[src/rtl/pkt_fifo_pkg.sv]
// pkt_fifo_pkg: default parameters and stored-entry layout for pkt_fifo
package pkt_fifo_pkg;
    localparam int DEF_WIDTH = 32;
    localparam int DEF_DEPTH = 16;
    localparam int DEF_AE_THRESH = 2;
    typedef struct packed {
        logic                 last;
        logic [DEF_WIDTH-1:0] data;
    } entry_t;
endpackage

[src/rtl/fifo_ram.sv]
// fifo_ram: DEPTH x WIDTH storage, synchronous write, asynchronous read
module fifo_ram #(
    parameter int WIDTH = 33,
    parameter int DEPTH = 16
) (
    input  logic                     clk,
    input  logic                     we,
    input  logic [$clog2(DEPTH)-1:0] waddr,
    input  logic [WIDTH-1:0]         wdata,
    input  logic [$clog2(DEPTH)-1:0] raddr,
    output logic [WIDTH-1:0]         rdata
);
    logic [WIDTH-1:0] mem [DEPTH];
    always_ff @(posedge clk)
        if (we) mem[waddr] <= wdata;
    assign rdata = mem[raddr];
endmodule

[src/rtl/pkt_fifo.sv]
// pkt_fifo: packet FIFO that exposes beats to the reader only once their packet's last beat is written
module pkt_fifo
    import pkt_fifo_pkg::*;
#(
    parameter int WIDTH     = DEF_WIDTH,
    parameter int DEPTH     = DEF_DEPTH,
    parameter int AF_THRESH = DEPTH - 2,
    parameter int AE_THRESH = DEF_AE_THRESH
) (
    input  logic                     clk,
    input  logic                     rst,
    input  logic                     wr_valid,
    output logic                     wr_ready,
    input  logic [WIDTH-1:0]         wr_data,
    input  logic                     wr_last,
    input  logic                     wr_drop,
    output logic                     rd_valid,
    input  logic                     rd_ready,
    output logic [WIDTH-1:0]         rd_data,
    output logic                     rd_last,
    output logic [$clog2(DEPTH):0]   count,
    output logic [$clog2(DEPTH):0]   pkt_count,
    output logic                     almost_full,
    output logic                     almost_empty,
    output logic                     err_oversize,
    input  logic                     err_clr
);
    localparam int PW = $clog2(DEPTH) + 1;
    typedef struct packed {
        logic             last;
        logic [WIDTH-1:0] data;
    } ent_t;
    logic [PW-1:0] wptr, cptr, rptr, committed;
    logic wr_en, rd_en, commit, pop_last;
    ent_t wdata, rdata;
    assign count        = wptr - rptr;
    assign committed    = cptr - rptr;
    assign wr_ready     = count < PW'(DEPTH);
    assign rd_valid     = rptr != cptr;
    assign wr_en        = wr_valid && wr_ready && !wr_drop;
    assign rd_en        = rd_valid && rd_ready;
    assign commit       = wr_en && wr_last;
    assign pop_last     = rd_en && rdata.last;
    assign wdata        = '{last: wr_last, data: wr_data};
    assign rd_data      = rdata.data;
    assign rd_last      = rdata.last;
    assign almost_full  = count >= PW'(AF_THRESH);
    assign almost_empty = committed <= PW'(AE_THRESH);
    fifo_ram #(.WIDTH(WIDTH + 1), .DEPTH(DEPTH)) u_ram (
        .clk  (clk),
        .we   (wr_en),
        .waddr(wptr[PW-2:0]),
        .wdata(wdata),
        .raddr(rptr[PW-2:0]),
        .rdata(rdata)
    );
    always_ff @(posedge clk or negedge rst) begin
        if (!rst) begin
            wptr         <= '0;
            cptr         <= '0;
            rptr         <= '0;
            pkt_count    <= '0;
            err_oversize <= 1'b0;
        end else begin
            if (wr_drop) wptr <= cptr;
            else if (wr_en) wptr <= wptr + 1'b1;
            if (commit) cptr <= wptr + 1'b1;
            if (rd_en) rptr <= rptr + 1'b1;
            pkt_count <= pkt_count + PW'(commit) - PW'(pop_last);
            // a single packet filling the whole FIFO can never commit
            if (count == PW'(DEPTH) && cptr == rptr) err_oversize <= 1'b1;
            else if (err_clr) err_oversize <= 1'b0;
        end
    end
endmodule

[config.mk]
export PLATFORM = sky130hd
export DESIGN_NAME = pkt_fifo
export DESIGN_NICKNAME = d
export VERILOG_FILES = /design/src/rtl/pkt_fifo_pkg.sv /design/src/rtl/fifo_ram.sv /design/src/rtl/pkt_fifo.sv
export SDC_FILE = /design/constraint.sdc
export NUM_CORES = 1
export LEC_CHECK = 0
export ABC_AREA = 0
export ABC_CLOCK_PERIOD_IN_PS = 4830
export BUFFER_PORTS_ARGS = -buffer_cell sky130_fd_sc_hd__buf_2
export CAP_MARGIN = 0
export CORE_ASPECT_RATIO = 1.5
export CORE_MARGIN = 1.5
export CORE_UTILIZATION = 34
export CTS_BUF_LIST = sky130_fd_sc_hd__clkbuf_8
export CTS_CLUSTER_SIZE = 30
export DETAILED_ROUTE_END_ITERATION = 8
export PLACE_DENSITY = 0.58
export SLEW_MARGIN = 20
export SYNTH_ARGS = -nofsm -noshare
export SYNTH_HDL_FRONTEND = slang
export SYNTH_SLANG_ARGS = --single-unit
[constraint.sdc]
create_clock -name clk -period 4.83 [get_ports clk]
set_clock_uncertainty 0.2 [all_clocks]
set_input_delay 0.483 -clock clk [delete_from_list [all_inputs] [get_ports clk]]
set_output_delay 0.483 -clock clk [all_outputs]
set_load 0.05 [all_outputs]
# After elaboration in Yosys (flattened, before gate mapping)
# Memories as Yosys holds them, arrays and structs flattened.
# Cells that the tools add are included.
[classes]
eq_ne = 3
n_reduce_logical = 9
n_lt_le_gt_ge = 3
add_sub_neg = 6
mux = 6
[ops]
columns = ["operator", "n"]
rows = [
  ["adder 5 x 1 -> 5 bit (second input constant)", 2],
  ["two-way mux 5 bit", 2],
  ["subtractor 5 bit", 2],
  ["logical AND 1 bit", 6],
  ["adder 5 x 1 -> 5 bit", 1],
  ["equality test 5 bit", 1],
  ["equality test 5 bit (second input constant)", 1],
  ["greater-or-equal comparator 5 x 4 -> 1 bit (second input constant)", 1],
  ["<= comparator 5 x 2 -> 1 bit (second input constant)", 1],
  ["less-than comparator 5 bit (second input constant)", 1],
  ["!= test 5 bit", 1],
  ["subtractor 5 x 1 -> 5 bit", 1],
  ["two-way mux 1 bit", 4],
  ["nonzero test 2 bit", 2],
  ["logical NOT 1 bit", 1],
]
[word_totals]
in_bits = 39
word_cells = 33
out_inout_bits = 48
mem_count = 1
regBits = 21
mem_bits_rw = 528
[memory_table]
columns = ["memory", "words", "word_bits", "rd", "rd_ports_with_merged_regs", "wr", "line", "text"]
rows = [
  ["u_ram.mem", 16, 33, 1, 0, 1, "fifo_ram.sv:13", "logic [WIDTH-1:0] mem [DEPTH];"],
]

# Longest topological paths before layout
[depth]
word_depth = 7
ltp_mapped = 16
ltp_nobuf = 15

# Cells and area by module
# From an unflattened synthesis, not the netlist that was laid out.
[unflattened]
cells_unflattened = 970
hier_area_um2 = 21376.8
[by_module_without_submodules]
columns = ["mod", "instances", "cells_each", "seq_area_each_um2", "area_each_um2"]
rows = [
  ["fifo_ram", 1, 831, 15855.2, 19970.4],
  ["pkt_fifo", 1, 139, 525.5, 1406.3],
]

# Least setup slack after synthesis
# No wires, ideal clock.
[synth_timing]
kind = "reg2reg"
from = "register rptr[2]"
to = "memory u_ram.mem[15][0], enable pin"
path_slack_ps = -170
setup_ps = 464
synth_period_minus_slack_ps = 5000
stages_incl_launch_ff = 10
path_buffers = 3
arrival_ps = 4335
t_required_ps = 4166
cell_sequence = "dfrtp_1 > buf_2 > buf_1 > inv_1 > clkbuf_1 > ha_1 > nand3_1 > a211oi_1 > nor2_1 > nor3_1"
[synth_between]
elab_chain_len = 6
[synth_rtl]
columns = ["element", "line", "text"]
rows = [
  ["start, declared", "pkt_fifo.sv:33", "logic [PW-1:0] wptr, cptr, rptr, committed;"],
  ["start signal, assigned", "pkt_fifo.sv:68", "if (rd_en) rptr <= rptr + 1'b1;"],
  ["subtractor 5 bit", "pkt_fifo.sv:36", "assign count = wptr - rptr;"],
  ["less-than comparator 5 bit", "pkt_fifo.sv:38", "assign wr_ready = count < PW'(DEPTH);"],
  ["logical AND 1 bit (2 in series)", "pkt_fifo.sv:40", "assign wr_en = wr_valid && wr_ready && !wr_drop;"],
  ["two-way mux 1 bit", "fifo_ram.sv:15", "if (we) mem[waddr] <= wdata;"],
  ["two-way mux 1 bit (implied by the code)", "fifo_ram.sv:15", ""],
  ["end, declared", "fifo_ram.sv:13", ""],
]
# Every way passes these cells.

# Worst setup path after layout
[layout_timing]
from = "register rptr[2]"
to = "output rd_data[15]"
[layout_between]
elab_chain_len = 1
[layout_rtl]
columns = ["element", "line", "text"]
rows = [
  ["memory read (16 x 33 bit)", "-", ""],
  ["end, declared", "pkt_fifo.sv:19", "output logic [WIDTH-1:0] rd_data,"],
]
# Every way passes these cells.

==> summary.md <==
The flow ran to the end, and the final reports show no timing, DRC or antenna violations. In the synthesized netlist, the number of instances is 1066. The initial antenna violation count was 2; the number of global-route vias before repair was 11530.

The run gives 0.1538 as the all-layer global routing usage. Summing every instance area after synthesis gives 21580 µm². Number of cells in the design after placement: 1938. For the worst setup path, the data required time is 4.15 ns. The area growth from synthesis to layout is 15.56%, and the detailed router's first-iteration violation count is 771.

The headroom to the max-slew limit is 0.3620. The region available for standard cell placement spans 63060 µm². The run gives 111 as the maximum number of pins on one net before global-route repair. The starting density of the core was 0.3423.

Yosys mapped a number of flops with a built-in enable equal to 528. The count of endpoints failing hold in the final timing report came out at 0. The largest total area in the synthesized netlist belongs to edfxtp_1. In this run the count of I/O pins placed on the die edge is 87. The TritonCTS sink count came out at 549. In this run the power density over the cells is 603.6 nW/µm². The worst setup path is launched from a flip-flop. Across all hold checks on the routed design, the worst slack comes to 0.04473 ns. The largest incremental delay on the critical path works out to 0.70 ns.

The layer flagged by global routing as most heavily used is met2. In this run, distinct cell masters in the synthesized netlist total 38. STA classifies the critical path endpoint as a primary output. The met2 usage in global routing came out at 0.2742. The reported leakage power is 0.008405 µW, and the post-DP HPWL is 27.10 mm.

Clock-pin slew was measured on the worst setup and hold paths at 0.06 ns. The floorplan has 113 rows. The Yosys step of the flow raised 0 warnings.

Total number of vias: 10730. Walking the worst path, the cells encountered are buf_4, buf_4, mux4_2, nand2_1, and3_1, a31oi_1, buf_2. The part of the cycle the worst path needs was 0.9020; the wire length per cell after detailed routing was 23.32 µm. The run gives 15060 µW as the total power draw. The most common cell in the synthesized netlist is edfxtp_1. Measured along the y axis, the die boundary spans 311.6 µm. Counting both buffers and inverters, the worst setup path holds a total of 3. At the end of the flow, the number of nets in the layout was 1309. The flop and latch count out of synthesis is 549. TritonCTS created 79 clock buffers. The largest delay contributor family on the critical path was buffers and inverters.

Proportion of layout cells with a drive suffix above 1: 0.2921. For the total nets after synthesis, the log shows 1126. Final count of pins violating max slew: 0. The finished layout holds 2117 standard cells, fillers aside. The H-tree generated during clock tree synthesis spans 3 levels. In this run the worst hold path is classified as primary input to flip-flop. The worst path needs 4.357 ns of the cycle, external delays included. The maximum number of buffers from clock root to sink is 3.

TritonCTS built the clock tree. The fraction of registers with async set or reset after synthesis is 0.03825. The timing-limited maximum frequency was 0.2295 GHz. Along the worst path, the maximum fanout reaches 51. Setup repair after global routing left no endpoint under its margin. Averaged over all synthesized cells, the footprint is 20.25 µm².

For the pin with the worst max-slew slack, the measured transition is 0.9570 ns. Setup total negative slack on the finished layout was measured at 0 ns. The global routing usage on met1 came out at 0.1866. The cell with the largest stage delay on the worst path is buf_4. The first global-routing pass estimated 73.48 mm of wire. For this run, the leading register cell type out of synthesis is edfxtp_1. Sequential area share after synthesis: 0.7589.

The tree is rooted in a clkbuf_8. The post-route antenna net violation count is 0. The pre-antenna-repair detailed-routing pass consisted of 5 iterations.

After synthesis, the most frequently instantiated cells are 528 x edfxtp_1, 138 x nand2_1, 133 x mux4_2. The signal arrival time at the worst endpoint came out at 3.67 ns. The most frequent cell on the critical path is buf_4. Type of the worst setup path: flip-flop to primary output.

The remaining global-route overflow is 0, and the global routing met3 resource utilization is 0.02550. The share of Yosys cell area claimed by the top area cell type works out to 0.7346. After detailed routing, the number of remaining DRC violations is 0. The total wirelength of the detailed-routed design is 49.36 mm, and the max-capacitance violation count is 0. Measured along the x axis, the die boundary spans 208.7 µm. The overall die area is 65040 µm². For the worst-skew pair, the clock arrives at the later sink with an insertion delay of 0.66 ns. Buffers placed on the I/O ports in this run total 86. IR analysis of the VDD net gives a maximum drop of 0.0004953 V. Setup violations remaining at the end of the flow were counted as 0. In the routed layout, each cell is associated on average with a via count of 5.068.

In the post-synthesis netlist, the biggest area contributors are edfxtp_1 73%, mux4_2 14%, dfrtp_1 2.4%. The congestion estimate from routability-driven global placement came to 0.7368.
-- flip-flops by register name, summed over array words and instances, names as in the netlist --
name          cells
rptr              5
wptr              5
err_oversize      1
u_ram.mem       528
pkt_count         5
cptr              5
-- worst paths after layout --
path | start | to | slack (ns) | depth (start not counted)
max in group asynchronous | rst | rptr[1] | 3.89 | 2
setup reg to reg | rptr[1] | pkt_count[4] | 0.89 | 13
hold reg to reg | cptr[0] | wptr[0] | 0.31 | 2
hold / removal | wr_data[10] | u_ram.mem[3][10] | 0.04 | 1
min in group asynchronous | rst | rptr[0] | 0.14 | 2
setup / recovery | rptr[2] | rd_data[15] | 0.47 | 7
-- area by class of cell --
class | instances | area (µm²)
Tap cell | 805 | 1007
Multi-Input combinational cell | 444 | 4887
Clock inverter | 63 | 409.1
Inverter | 18 | 67.56
Timing Repair Buffer | 157 | 1076
Antenna cell | 1 | 2.502
Sequential cell | 549 | 16390
Fill cell | 5690 | 38110
Clock buffer | 80 | 1101
-- report_power, final --
| group | switching [µW] | internal (µW) | total [µW] |
|---|---|---|---|
| clock network | 1740 | 1830 | 3570 |
| logic | 3810 | 2000 | 5810 |
| registers | 184 | 5490 | 5670 |
| total | 5740 | 9320 | 15100 |
-- metrics by stage --
| step | worst slack (ns) | area, µm² | utilization |
|---|---|---|---|
| after detailed placement | 0.8579 | 23080 | 0.3660 |
| after global placement | 0.8835 | 23080 | 0.3660 |
| after CTS | 0.3536 | 24940 | 0.3955 |
| after global routing | 0.2755 | 24940 | 0.3956 |
| after floorplan | 0.5418 | 21590 | - |
| final | 0.4732 | 24940 | 0.3956 |
-- kinds of logic after synthesis --
family,after synthesis,synth area share
AOI/OAI and AO/OA,58,0.01727
DFF,549,0.7589
and+or+nand+nor,204,0.04348
muxes,138,0.1413
adders and majority gates,21,0.01322
xor gates and xnor gates,23,0.009681
buffers and inverters,73,0.01611
-- layer usage --
layer | vias up | wire length [µm]
met4 | 2 | 1201
met5 | - | 16
met1 | 5726 | 20080
met3 | 69 | 1903
li1 | 4690 | -
met2 | 242 | 26160
-- layout by cell type (no fill, tap or decap), drive strengths merged, types with 14 or more instances in the layout --
master	Yosys	final
dlygate4sd3	0	35
nand2	139	139
dfrtp	21	21
clkinv	1	29
and3	45	45
xnor2	14	14
edfxtp	528	528
clkbuf	33	80
inv	17	45
mux4	133	133
ha	18	18
buf	22	122
a31oi	34	34
-- repair_timing --
action / in CTS / in global routing
resized for setup: 0 / 0
buffers inserted: 0 / 0
hold buffers: 35 / 0
endpoints found under the hold margin: 506 / 0
No activity file was read; power rests on OpenSTA's default activity.
